==> config.mk <==
export PLATFORM = sky130hd
export DESIGN_NAME = pipe_hazard_ctrl
export DESIGN_NICKNAME = d
export VERILOG_FILES = /design/src/rtl/pipe_hazard_ctrl.sv
export SDC_FILE = /design/constraint.sdc
export NUM_CORES = 1
export LEC_CHECK = 0
export BUFFER_PORTS_ARGS = -buffer_cell sky130_fd_sc_hd__buf_2
export CORE_MARGIN = 4
export CORE_UTILIZATION = 56
export DETAILED_ROUTE_END_ITERATION = 6
export GPL_TIMING_DRIVEN = 1
export PLACE_DENSITY = 0.9
export SLEW_MARGIN = 30
export SYNTH_ARGS = -nofsm -noshare
export SYNTH_HDL_FRONTEND = slang
export SYNTH_SLANG_ARGS = --single-unit
==> constraint.sdc <==
create_clock -name clk -period 4.4 [get_ports clk]
set_clock_uncertainty 0.05 [all_clocks]
set_input_delay 0.88 -clock clk [delete_from_list [all_inputs] [get_ports clk]]
set_output_delay 0.88 -clock clk [all_outputs]
set_load 0.05 [all_outputs]
==> src/rtl/pipe_hazard_ctrl.sv <==
// Pipeline hazard controller for the 5-stage core: memory-wait freeze, branch
// redirect (including one deferred across a freeze), load-use stall, perf counters.
module pipe_hazard_ctrl #(
    parameter int REG_AW   = 5,
    parameter int PC_W     = 64,
    parameter int CNT_W    = 32,
    parameter int WDOG_MAX = 255
) (
    input  logic              clk,
    input  logic              rst_n,
    input  logic [REG_AW-1:0] id_rs1,
    input  logic [REG_AW-1:0] id_rs2,
    input  logic              id_use_rs1,
    input  logic              id_use_rs2,
    input  logic [REG_AW-1:0] ex_rd,
    input  logic              ex_mem_read,
    input  logic              ex_branch_taken,
    input  logic [PC_W-1:0]   ex_target,
    input  logic              mem_busy,
    input  logic              cnt_clr,
    output logic              pc_stall,
    output logic              ifid_hazard,
    output logic              ifid_flush,
    output logic              idex_bubble,
    output logic              pipe_freeze,
    output logic              redirect_valid,
    output logic [PC_W-1:0]   redirect_pc,
    output logic [1:0]        state,
    output logic [CNT_W-1:0]  stall_cycles,
    output logic [CNT_W-1:0]  flush_count,
    output logic              timeout_err
);

    localparam int FC_W = ($clog2(WDOG_MAX + 1) > 8) ? $clog2(WDOG_MAX + 1) : 8;
    localparam logic [FC_W-1:0] WDOG_LIM = FC_W'(WDOG_MAX);

    typedef enum logic [1:0] {
        RUN    = 2'd0,
        FREEZE = 2'd1,
        PEND   = 2'd2
    } state_t;

    state_t            st_q, st_d;
    logic [PC_W-1:0]   pend_pc_q, pend_pc_d;
    logic [FC_W-1:0]   freeze_cnt_q, freeze_cnt_d;
    logic [CNT_W-1:0]  stall_q, stall_d;
    logic [CNT_W-1:0]  flush_q, flush_d;
    logic              timeout_q, timeout_d;
    logic              lu;

    function automatic logic [CNT_W-1:0] cnt_sat_inc(input logic [CNT_W-1:0] v);
        return (v == {CNT_W{1'b1}}) ? v : v + 1'b1;
    endfunction

    function automatic logic [FC_W-1:0] wdog_sat_inc(input logic [FC_W-1:0] v);
        return (v >= WDOG_LIM) ? WDOG_LIM : v + 1'b1;
    endfunction

    // x0 is hardwired to zero, so a load targeting it can never create a dependency
    assign lu = ex_mem_read && (ex_rd != '0) &&
                ((id_use_rs1 && (id_rs1 == ex_rd)) || (id_use_rs2 && (id_rs2 == ex_rd)));

    always_comb begin
        pc_stall       = 1'b0;
        ifid_hazard    = 1'b0;
        ifid_flush     = 1'b0;
        idex_bubble    = 1'b0;
        pipe_freeze    = 1'b0;
        redirect_valid = 1'b0;
        redirect_pc    = '0;
        if (mem_busy) begin
            pc_stall    = 1'b1;
            ifid_hazard = 1'b1;
            pipe_freeze = 1'b1;
        end else if (st_q == PEND) begin
            // the branch still in EX is the one already captured; use the saved target
            redirect_valid = 1'b1;
            redirect_pc    = pend_pc_q;
            ifid_flush     = 1'b1;
            idex_bubble    = 1'b1;
        end else if (ex_branch_taken) begin
            redirect_valid = 1'b1;
            redirect_pc    = ex_target;
            ifid_flush     = 1'b1;
            idex_bubble    = 1'b1;
        end else if (lu) begin
            pc_stall    = 1'b1;
            ifid_hazard = 1'b1;
            idex_bubble = 1'b1;
        end
    end

    always_comb begin
        st_d      = st_q;
        pend_pc_d = pend_pc_q;
        case (st_q)
            RUN: begin
                if (mem_busy && ex_branch_taken) begin
                    st_d      = PEND;
                    pend_pc_d = ex_target;
                end else if (mem_busy) begin
                    st_d = FREEZE;
                end
            end
            FREEZE: begin
                if (!mem_busy) begin
                    st_d = RUN;
                end else if (ex_branch_taken) begin
                    st_d      = PEND;
                    pend_pc_d = ex_target;
                end
            end
            PEND: begin
                if (!mem_busy) begin
                    st_d = RUN;
                end
            end
            default: st_d = RUN;
        endcase
    end

    always_comb begin
        freeze_cnt_d = mem_busy ? wdog_sat_inc(freeze_cnt_q) : '0;
        if (cnt_clr) begin
            stall_d   = '0;
            flush_d   = '0;
            timeout_d = 1'b0;
        end else begin
            stall_d   = pc_stall ? cnt_sat_inc(stall_q) : stall_q;
            flush_d   = redirect_valid ? cnt_sat_inc(flush_q) : flush_q;
            timeout_d = timeout_q || (freeze_cnt_d == WDOG_LIM);
        end
    end

    always_ff @(posedge clk or negedge rst_n) begin
        if (!rst_n) begin
            st_q         <= RUN;
            pend_pc_q    <= '0;
            freeze_cnt_q <= '0;
            stall_q      <= '0;
            flush_q      <= '0;
            timeout_q    <= 1'b0;
        end else begin
            st_q         <= st_d;
            pend_pc_q    <= pend_pc_d;
            freeze_cnt_q <= freeze_cnt_d;
            stall_q      <= stall_d;
            flush_q      <= flush_d;
            timeout_q    <= timeout_d;
        end
    end

    assign state        = st_q;
    assign stall_cycles = stall_q;
    assign flush_count  = flush_q;
    assign timeout_err  = timeout_q;

endmodule
==> results of run 1 <==
==> cell usage after synthesis (all sizes together) (3+ instances only) <==
| library cell | n | area [um^2] |
|---|---|---|
| nand2 | 145 | 547 |
| dfrtp | 139 | 3480 |
| a21oi | 114 | 571 |
| mux2 | 67 | 754 |
| or3 | 40 | 257 |
| o21ai | 39 | 199 |
| nand3 | 35 | 195 |
| clkbuf | 31 | 116 |
| nor2 | 31 | 124 |
| nand4 | 23 | 165 |
| buf | 20 | 129 |
| inv | 18 | 67.6 |
| xnor2 | 17 | 149 |
| and3 | 12 | 80.1 |
| xor2 | 12 | 105 |
| or4 | 10 | 78.8 |
| o31ai | 9 | 67.6 |
| and4 | 8 | 71.3 |
| a31oi | 6 | 67.6 |
| nor2b | 5 | 31.3 |
| nor3 | 5 | 25.0 |
| nor4 | 4 | 31.3 |
| ha | 3 | 37.5 |
| o21a | 3 | 22.5 |
==> metrics by stage <==
step,util,cell area [um^2],hold slack (ps),setup WS [ps]
floorplan,-,7560,429,919
global placement,0.660,8750,421,796
detailed placement,0.660,8750,443,731
CTS,0.708,9370,456,726
global route,0.710,9410,346,595
finish,0.710,9410,332,697
==> worst max-delay path by stage <==
| stage | start | endpoint |
|---|---|---|
| CTS | ex_rd[1] | ifid_hazard |
| global route | ex_rd[1] | ifid_hazard |
| finish | ex_rd[1] | ifid_hazard |
| detailed placement | ex_rd[1] | ifid_hazard |
| floorplan | ex_rd[1] | idex_bubble |
| global placement | ex_rd[1] | ifid_hazard |
==> cells by family (layout without fill, tap and decap cells) <==
kind of cell,count (synthesis),after routing
buffers and inverters,70,283
AO/OA/AOI/OAI,180,180
multiplexers,68,68
flip-flops,139,139
XOR/XNOR,29,29
AND/OR/NAND/NOR,325,325
adder cells (fa/ha/maj),3,3
==> state kept, by name (all words and copies together) (netlist names) <==
| signal | cells |
|---|---|
| timeout_err | 1 |
| stall_cycles | 32 |
| state | 2 |
| flush_count | 32 |
| freeze_cnt_q | 8 |
| pend_pc_q | 64 |
==> critical path: stages <==
cell and delay, ps:
buf_2 120, or4_1 540, o21a_1 240, a31oi_4 620, inv_1 120, buf_2 250
==> layer usage <==
| metal | wire length (um) | up-vias |
|---|---|---|
| met3 | 1670 | 31 |
| met1 | 8060 | 3377 |
| met2 | 9960 | 265 |
| met5 | 27 | - |
| li1 | - | 3288 |
| met4 | 280 | 4 |
==> area by class of cell <==
class | count | area, um^2 | area share
multi-input cells | 605 | 3790 | 0.402
clock inverters | 15 | 200 | 0.0213
well taps | 176 | 220 | 0.0234
flip-flops and latches | 139 | 3480 | 0.370
clock buffers | 17 | 425 | 0.0452
inverters | 18 | 67.6 | 0.00718
repair buffers | 233 | 1230 | 0.131
==> where the power goes <==
part | switching (W) | internal [W]
Clock | 0.000559 | 0.000947
Sequential | 0.0000689 | 0.00141
Combinational | 0.000454 | 0.000237
Total | 0.00108 | 0.00260
==> results.sh, run 1 <==
export IMPL_final_cell_mix="buf_2 (222), nand2_1 (144), dfrtp_1 (139), a21oi_1 (114), mux2_2 (66)"
export IMPL_outcome="complete, no violations"
export IMPL_ys_warn_count=0
export IMPL_die_w_um=124
export IMPL_muxShareOfSynthArea=0.101
export IMPL_instances_no_fill=1203
export IMPL_slew_viol_final=0
export IMPL_grt_pass1_wl_um=31100
export IMPL_holdBufCountCts=0
export IMPL_drt_pass1_iter_count=5
export IMPL_worstReg2RegEnd="flush_count[29]$_DFFE_PN0P_"
export IMPL_rsz0062_at_grt="no"
export IMPL_cp_data_arrival_time_ps=2770
export IMPL_hold_path_class="input pin to async pin"
export IMPL_min_period_ps=3700
export IMPL_global_route_usage_met3=0.0740
export IMPL_drt_iter0_drc=431
export IMPL_cp_max_fo=32
export IMPL_fill_cells=973
export IMPL_postCtsSetupBuffers=0
export IMPL_use_met1=0.318
export IMPL_clk_pin_slew_ps=60
export IMPL_grt_usage=0.255
export IMPL_antenna_found_initial=2
export IMPL_leakage_nw=4.37
export IMPL_finalPower_w=0.00368
export IMPL_antenna_cells=0
export IMPL_clock_root_buffer="clkbuf_16"
export IMPL_synthAdderAreaFrac=0.00496
export IMPL_synth_seq_area_share=0.460
export IMPL_final_common_cell="buf_2"
export IMPL_placed_cells=1170
export IMPL_dp_hpwl_um=13800
export IMPL_async_flop_share=1.00
export IMPL_layout_drive_gt1_share=0.350
export IMPL_cts_resized=0
export IMPL_area_growth_pct=24.4
export IMPL_endpoint_kind="primary output"
export IMPL_use_met2=0.430
export IMPL_clock_latency_ps=420
export IMPL_yosys_register_bits=139
export IMPL_relSlewSlack=0.448
export IMPL_core_um2=13200
export IMPL_rrSetupSlack_ps=1630
export IMPL_grt_start_max_net_pins=97
export IMPL_synth_compound_area_frac=0.138
export IMPL_drv_cap=0
export IMPL_cts_buffer_depth=2
export IMPL_cts_sink_count=139
export IMPL_overflow=0
export IMPL_max_freq_ghz=0.270
export IMPL_critPathKind="input pin to primary output"
export IMPL_cp_start_kind="input pin"
export IMPL_vias=6965
export IMPL_synth_top_family_by_area="simple AND/OR/NAND/NOR gates"
export IMPL_synth_enable_flop_cells=0
export IMPL_drc_errors=0
export IMPL_start_util=0.571
export IMPL_worst_slew_pin_slew_ps=828
export IMPL_cp_required_ps=3470
export IMPL_grt_pass1_vias=6347
export IMPL_fp_dieH_um=124
export IMPL_wl_um=20000
export IMPL_synth_area_um2=7560
export IMPL_cts_buffers=17
export IMPL_synth_xor_area_frac=0.0336
export IMPL_ctsHtreeMaxLevel=4
export IMPL_yosysUniqueCellTypes=58
export IMPL_yosys_area_share_simple=0.220
export IMPL_ff2ff_path_depth=5
export IMPL_ant_nets=0
export IMPL_wl_per_cell_um=16.6
export IMPL_via_per_inst=5.79
export IMPL_place_congestion=0.819
export IMPL_vdd_drop_max_v=0.000251
export IMPL_rows=42
export IMPL_synth_main_ff_cell="dfrtp_1"
export IMPL_io_pins=224
export IMPL_fin_setup_tns_ps=0
export IMPL_synth_nets=904
export IMPL_busiest_layer="met2"
export IMPL_io_buffers=223
export IMPL_setup_viol=0
export IMPL_syn_avg_cell_area_um2=9.29
export IMPL_syn_inst=814
export IMPL_fin_crit_sh=0.842
export IMPL_r2r_start="state[0]$_DFFE_PN0P_"
export IMPL_finalHoldViolations=0
export IMPL_fin_nets=1104
export IMPL_power_per_cell_area_nw_per_um2=391
export IMPL_cts_tree="yes"
export IMPL_dieArea_um2=15400
(Power assumes the default switching activity.)
==> run 2, diff against run 1 <==
- CORE_UTILIZATION: 56 -> 47
- PLACE_DENSITY: 0.9 -> 0.81
- clock period: 4.4 -> 3.4 ns (I/O delays scaled with it)
==> results.sh, run 2 (synthesis results as in run 1) <==
export IMPL_io_pins=224
export IMPL_rrSetupSlack_ps=850
export IMPL_wl_per_cell_um=16.0
export IMPL_drt_pass1_iter_count=4
export IMPL_cp_start_kind="register"
export IMPL_finalHoldViolations=0
export IMPL_r2r_start="state[1]$_DFFE_PN0P_"
export IMPL_drc_errors=0
export IMPL_drt_iter0_drc=380
export IMPL_largest_reg_flops=64
export IMPL_die_w_um=135
export IMPL_place_congestion=0.827
export IMPL_largest_register="pend_pc_q"
export IMPL_max_freq_ghz=0.328
export IMPL_clock_latency_ps=420
export IMPL_wl_um=20000
export IMPL_crit_path_max_incr_delay_ps=550
export IMPL_place_area_um2=8860
export IMPL_endpoint_kind="primary output"
export IMPL_overflow=0
export IMPL_setup_viol=0
export IMPL_finalPower_w=0.00471
export IMPL_final_common_cell="buf_2"
export IMPL_startpoint="state[1]$_DFFE_PN0P_"
export IMPL_io_buffers=223
export IMPL_cts_buffers=17
export IMPL_leakage_nw=4.38
export IMPL_area_growth_pct=25.2
export IMPL_crit_path_cell_trace="nor2b_4, o21ai_4, buf_4, a21oi_1, buf_2"
export IMPL_cp_data_arrival_time_ps=2320
export IMPL_worstReg2RegEnd="stall_cycles[13]$_DFFE_PN0P_"
export IMPL_cts_sink_count=139
export IMPL_relSlewSlack=0.486
export IMPL_rsz0062_at_grt="no"
export IMPL_core_um2=15800
export IMPL_fp_dieH_um=135
export IMPL_via_per_inst=5.50
export IMPL_dieArea_um2=18200
export IMPL_ff2ff_path_depth=7
export IMPL_cts_tree="yes"
export IMPL_fin_crit_sh=0.897
export IMPL_vias=6869
export IMPL_clk_pin_slew_ps=60
export IMPL_fin_setup_tns_ps=0
export IMPL_slowest_stage="o21ai_4"
export IMPL_vdd_drop_max_v=0.000306
export IMPL_min_period_ps=3050
export IMPL_dp_hpwl_um=13800
export IMPL_antenna_found_initial=2
export IMPL_slew_viol_final=0
export IMPL_critPathKind="register to primary output"
export IMPL_postCtsSetupBuffers=0
export IMPL_final_cell_mix="buf_2 (222), nand2_1 (144), dfrtp_1 (139), a21oi_1 (114), mux2_2 (66)"
export IMPL_placed_cells=1215
export IMPL_outcome="complete, no violations"
export IMPL_grt_start_max_net_pins=83
export IMPL_cp_max_fo=27
export IMPL_post_route_util=0.598
export IMPL_holdBufCountCts=0
export IMPL_instances_no_fill=1249
export IMPL_crit_path_end="redirect_pc[1]"
export IMPL_worst_slew_pin_slew_ps=764
export IMPL_ant_nets=0
export IMPL_power_per_cell_area_nw_per_um2=497
export IMPL_grt_pass1_vias=6367
export IMPL_fin_nets=1108
export IMPL_layout_drive_gt1_share=0.351
export IMPL_final_area_um2=9460
export IMPL_hold_path_class="input pin to async pin"
export IMPL_grt_usage=0.218
export IMPL_grt_pass1_wl_um=32100
export IMPL_start_util=0.478
export IMPL_ctsHtreeMaxLevel=4
export IMPL_cp_required_ps=2670
export IMPL_rows=46
export IMPL_clock_root_buffer="clkbuf_16"
export IMPL_cts_buffer_depth=2
export IMPL_cts_resized=0
export IMPL_drv_cap=0
[run 2: how the worst min path moves through the flow]
stage,startpoint,to,slack [ps],cells past startpoint
2_1_floorplan,rst_n,flush_count[0]$_DFFE_PN0P_,330,0
3_3_place_gp,timeout_err$_DFF_PN0_,timeout_err$_DFF_PN0_,430,2
3_5_place_dp,timeout_err$_DFF_PN0_,timeout_err$_DFF_PN0_,440,2
4_1_cts,rst_n,pend_pc_q[58]$_DFFE_PN0P_,280,1
5_1_grt,rst_n,pend_pc_q[58]$_DFFE_PN0P_,310,1
6_report,rst_n,pend_pc_q[58]$_DFFE_PN0P_,260,1
[run 2: routing by layer]
metal | share of wire | track usage | wire length [um]
met5 | 0 | 0 | 0
met4 | 0.013 | 0.0577 | 255
met3 | 0.077 | 0.0592 | 1530
met2 | 0.47 | 0.340 | 9450
met1 | 0.44 | 0.304 | 8720
[run 2: power by group]
| part | switching [W] | internal [W] | total [W] |
|---|---|---|---|
| sequential | 0.0000914 | 0.00183 | 0.00192 |
| clock | 0.000733 | 0.00116 | 0.00189 |
| combinational | 0.000589 | 0.000310 | 0.000899 |
| total | 0.00141 | 0.00329 | 0.00471 |
[run 2: cell type report]
class,count,area [um^2]
Sequential cell,139,3480
Fill cell,1373,6360
Clock buffer,18,429
Antenna cell,2,5.00
Multi-Input combinational cell,605,3780
Clock inverter,14,171
Inverter,18,67.6
Timing Repair Buffer,237,1260
Tap cell,216,270
[run 2: metrics by stage]
stage	setup WS, ps	hold WS, ps
2_1_floorplan	319	334
3_3_place_gp	575	429
3_5_place_dp	558	435
4_1_cts	336	283
5_1_grt	162	306
6_report	351	264
[run 2: critical path: cells and delay by family, from the launching register on]
| family | cells | cell delay (ps) |
|---|---|---|
| and+or+nand+nor | 1 | 170 |
| DFF | 1 | 430 |
| buffers and inverters | 2 | 640 |
| AOI/OAI and AO/OA | 2 | 630 |
==> run 3, diff against run 2 <==
- PLACE_DENSITY: 0.81 -> 0.77
- clock period: 3.4 -> 2.7 ns (I/O delays scaled with it)
==> results.sh, run 3 (synthesis results as in run 1) <==
export IMPL_drc_errors=0
export IMPL_io_buffers=223
export IMPL_grt_pass1_wl_um=33700
export IMPL_place_congestion=0.827
export IMPL_cts_sink_count=139
export IMPL_fin_nets=1123
export IMPL_antenna_cells=0
export IMPL_pwr_share_clk=0.401
export IMPL_critical_path_top_delay_family="buffers and inverters"
export IMPL_intPower_w=0.00431
export IMPL_cpMostUsedCell="buf_4"
export IMPL_drt_pass1_iter_count=4
export IMPL_io_pins=224
export IMPL_instances_no_fill=1261
export IMPL_clock_latency_ps=420
export IMPL_setup_viol=0
export IMPL_fin_crit_sh=0.961
export IMPL_worst_slew_pin_slew_ps=742
export IMPL_use_met2=0.375
export IMPL_outcome="complete, no violations"
export IMPL_fill_cells=1347
export IMPL_cts_buffers=17
export IMPL_drv_cap=0
export IMPL_power_per_cell_area_nw_per_um2=618
export IMPL_dieArea_um2=18200
export IMPL_combinationalPowerShare=0.202
export IMPL_wl_per_cell_um=16.4
export IMPL_rows=46
export IMPL_swShare=0.292
export IMPL_global_route_usage_met3=0.0611
export IMPL_relSlewSlack=0.501
export IMPL_endpoint_kind="primary output"
export IMPL_final_common_cell="buf_2"
export IMPL_clock_root_buffer="clkbuf_16"
export IMPL_grt_usage=0.229
export IMPL_fp_dieH_um=135
export IMPL_vdd_drop_max_v=0.000423
export IMPL_busiest_layer="met2"
export IMPL_final_area_um2=9840
export IMPL_drt_iter0_drc=331
export IMPL_p_switching_w=0.00177
export IMPL_crit_path_cell_trace="nor2b_4, o21ai_4, buf_12, buf_4, a21oi_1, buf_4"
export IMPL_cts_tree="yes"
export IMPL_cp_max_fo=25
export IMPL_cp_start_kind="register"
export IMPL_cp_required_ps=2110
export IMPL_crit_path_max_incr_delay_ps=440
export IMPL_grt_start_max_net_pins=59
export IMPL_clk_pin_slew_ps=60
export IMPL_slew_viol_final=0
export IMPL_wl_um=20700
export IMPL_layout_drive_gt1_share=0.405
export IMPL_die_w_um=135
export IMPL_ant_nets=0
export IMPL_area_growth_pct=30.1
export IMPL_ctsHtreeMaxLevel=4
export IMPL_cp_data_arrival_time_ps=2010
export IMPL_cts_buffer_depth=2
export IMPL_hold_path_class="input pin to register"
export IMPL_largest_register="pend_pc_q"
export IMPL_largest_reg_flops=64
export IMPL_placed_cells=1226
export IMPL_antenna_found_initial=0
export IMPL_max_freq_ghz=0.385
export IMPL_grt_pass1_vias=6855
export IMPL_core_um2=15800
export IMPL_slowest_stage="dfrtp_2"
export IMPL_leakage_nw=4.49
export IMPL_use_met1=0.297
export IMPL_min_period_ps=2600
export IMPL_whs_ps=319
export IMPL_place_area_um2=9170
export IMPL_critPathKind="register to primary output"
export IMPL_overflow=0
export IMPL_seqPwrFrac=0.397
export IMPL_start_util=0.478
export IMPL_dp_hpwl_um=14900
export IMPL_via_per_inst=5.55
export IMPL_finalHoldViolations=0
export IMPL_final_cell_mix="buf_2 (217), nand2_1 (144), dfrtp_1 (138), a21oi_1 (69), mux2_2 (66)"
export IMPL_vias=7001
export IMPL_critical_path_buf_inv_count=3
==> run 3: cell types whose count changed in the layout (fill, tap and decap cells not counted), sizes merged <==
cell         before  now
diode             2    0
buf             237  250
dlygate4sd3       0    1
clkinvlp          3    1
clkbuf           18   20
bufinv            3    4
inv              19   18
==> run 3: worst paths after layout <==
path                            cells past startpoint  slack (ps)                   startpoint                           end
max in group asynchronous                           3        1350                        rst_n   flush_count[18]$_DFFE_PN0P_
worst min-delay path                                2         320                ex_target[41]     pend_pc_q[41]$_DFFE_PN0P_
worst min register to register                      2         450        timeout_err$_DFF_PN0_         timeout_err$_DFF_PN0_
worst max-delay path                                6         100         state[1]$_DFFE_PN0P_               redirect_pc[63]
min in group asynchronous                           2         570                        rst_n     pend_pc_q[10]$_DFFE_PN0P_
worst max register to register                      8         300  stall_cycles[0]$_DFFE_PN0P_  stall_cycles[30]$_DFFE_PN0P_
==> run 3: routing by layer <==
metal  wire length (um)  vias to the layer above
li1                   -                     3328
met1               8850                     3410
met2               9910                      232
met3               1580                       31
met4                355                        0
met5                  0                        -
==> run 3: through the flow <==
step	setup WS (ps)	util	TNS [ps]	power, W
2_1_floorplan	-213	-	-3190	0.00330
3_3_place_gp	25.2	0.579	0	0.00364
3_5_place_dp	-26.4	0.579	-52.5	0.00367
4_1_cts	3.33	0.621	0	0.00614
5_1_grt	-7.24	0.622	-7.24	0.00634
6_report	105	0.622	0	0.00608
==> run 3: repair_timing <==
item | in CTS | in global routing
setup endpoints to repair | 7 | 25
resized for setup | 3 | 7
setup buffers | 3 | 0
pin swaps | 1 | 0
hold buffers | 1 | 0
hold endpoints to repair | 3 | 0
==> run 3: final cells by class <==
| cell class | count | area, um^2 | area share |
|---|---|---|---|
| well taps | 216 | 270 | 0.0275 |
| clock inverters | 12 | 171 | 0.0174 |
| repair buffers | 252 | 1450 | 0.147 |
| inverters | 18 | 71.3 | 0.00725 |
| flip-flops and latches | 139 | 3480 | 0.354 |
| clock buffers | 19 | 443 | 0.0450 |
| multi-input cells | 605 | 3960 | 0.402 |
==> run 3: power by group through the flow <==
stage	combinational [W]	clock, W	sequential, W
after detailed placement	0.00123	0	0.00245
after global routing	0.00133	0.00257	0.00244
final	0.00123	0.00244	0.00241
after global placement	0.00121	0	0.00243
after floorplan	0.000854	0	0.00245
after CTS	0.00124	0.00249	0.00241
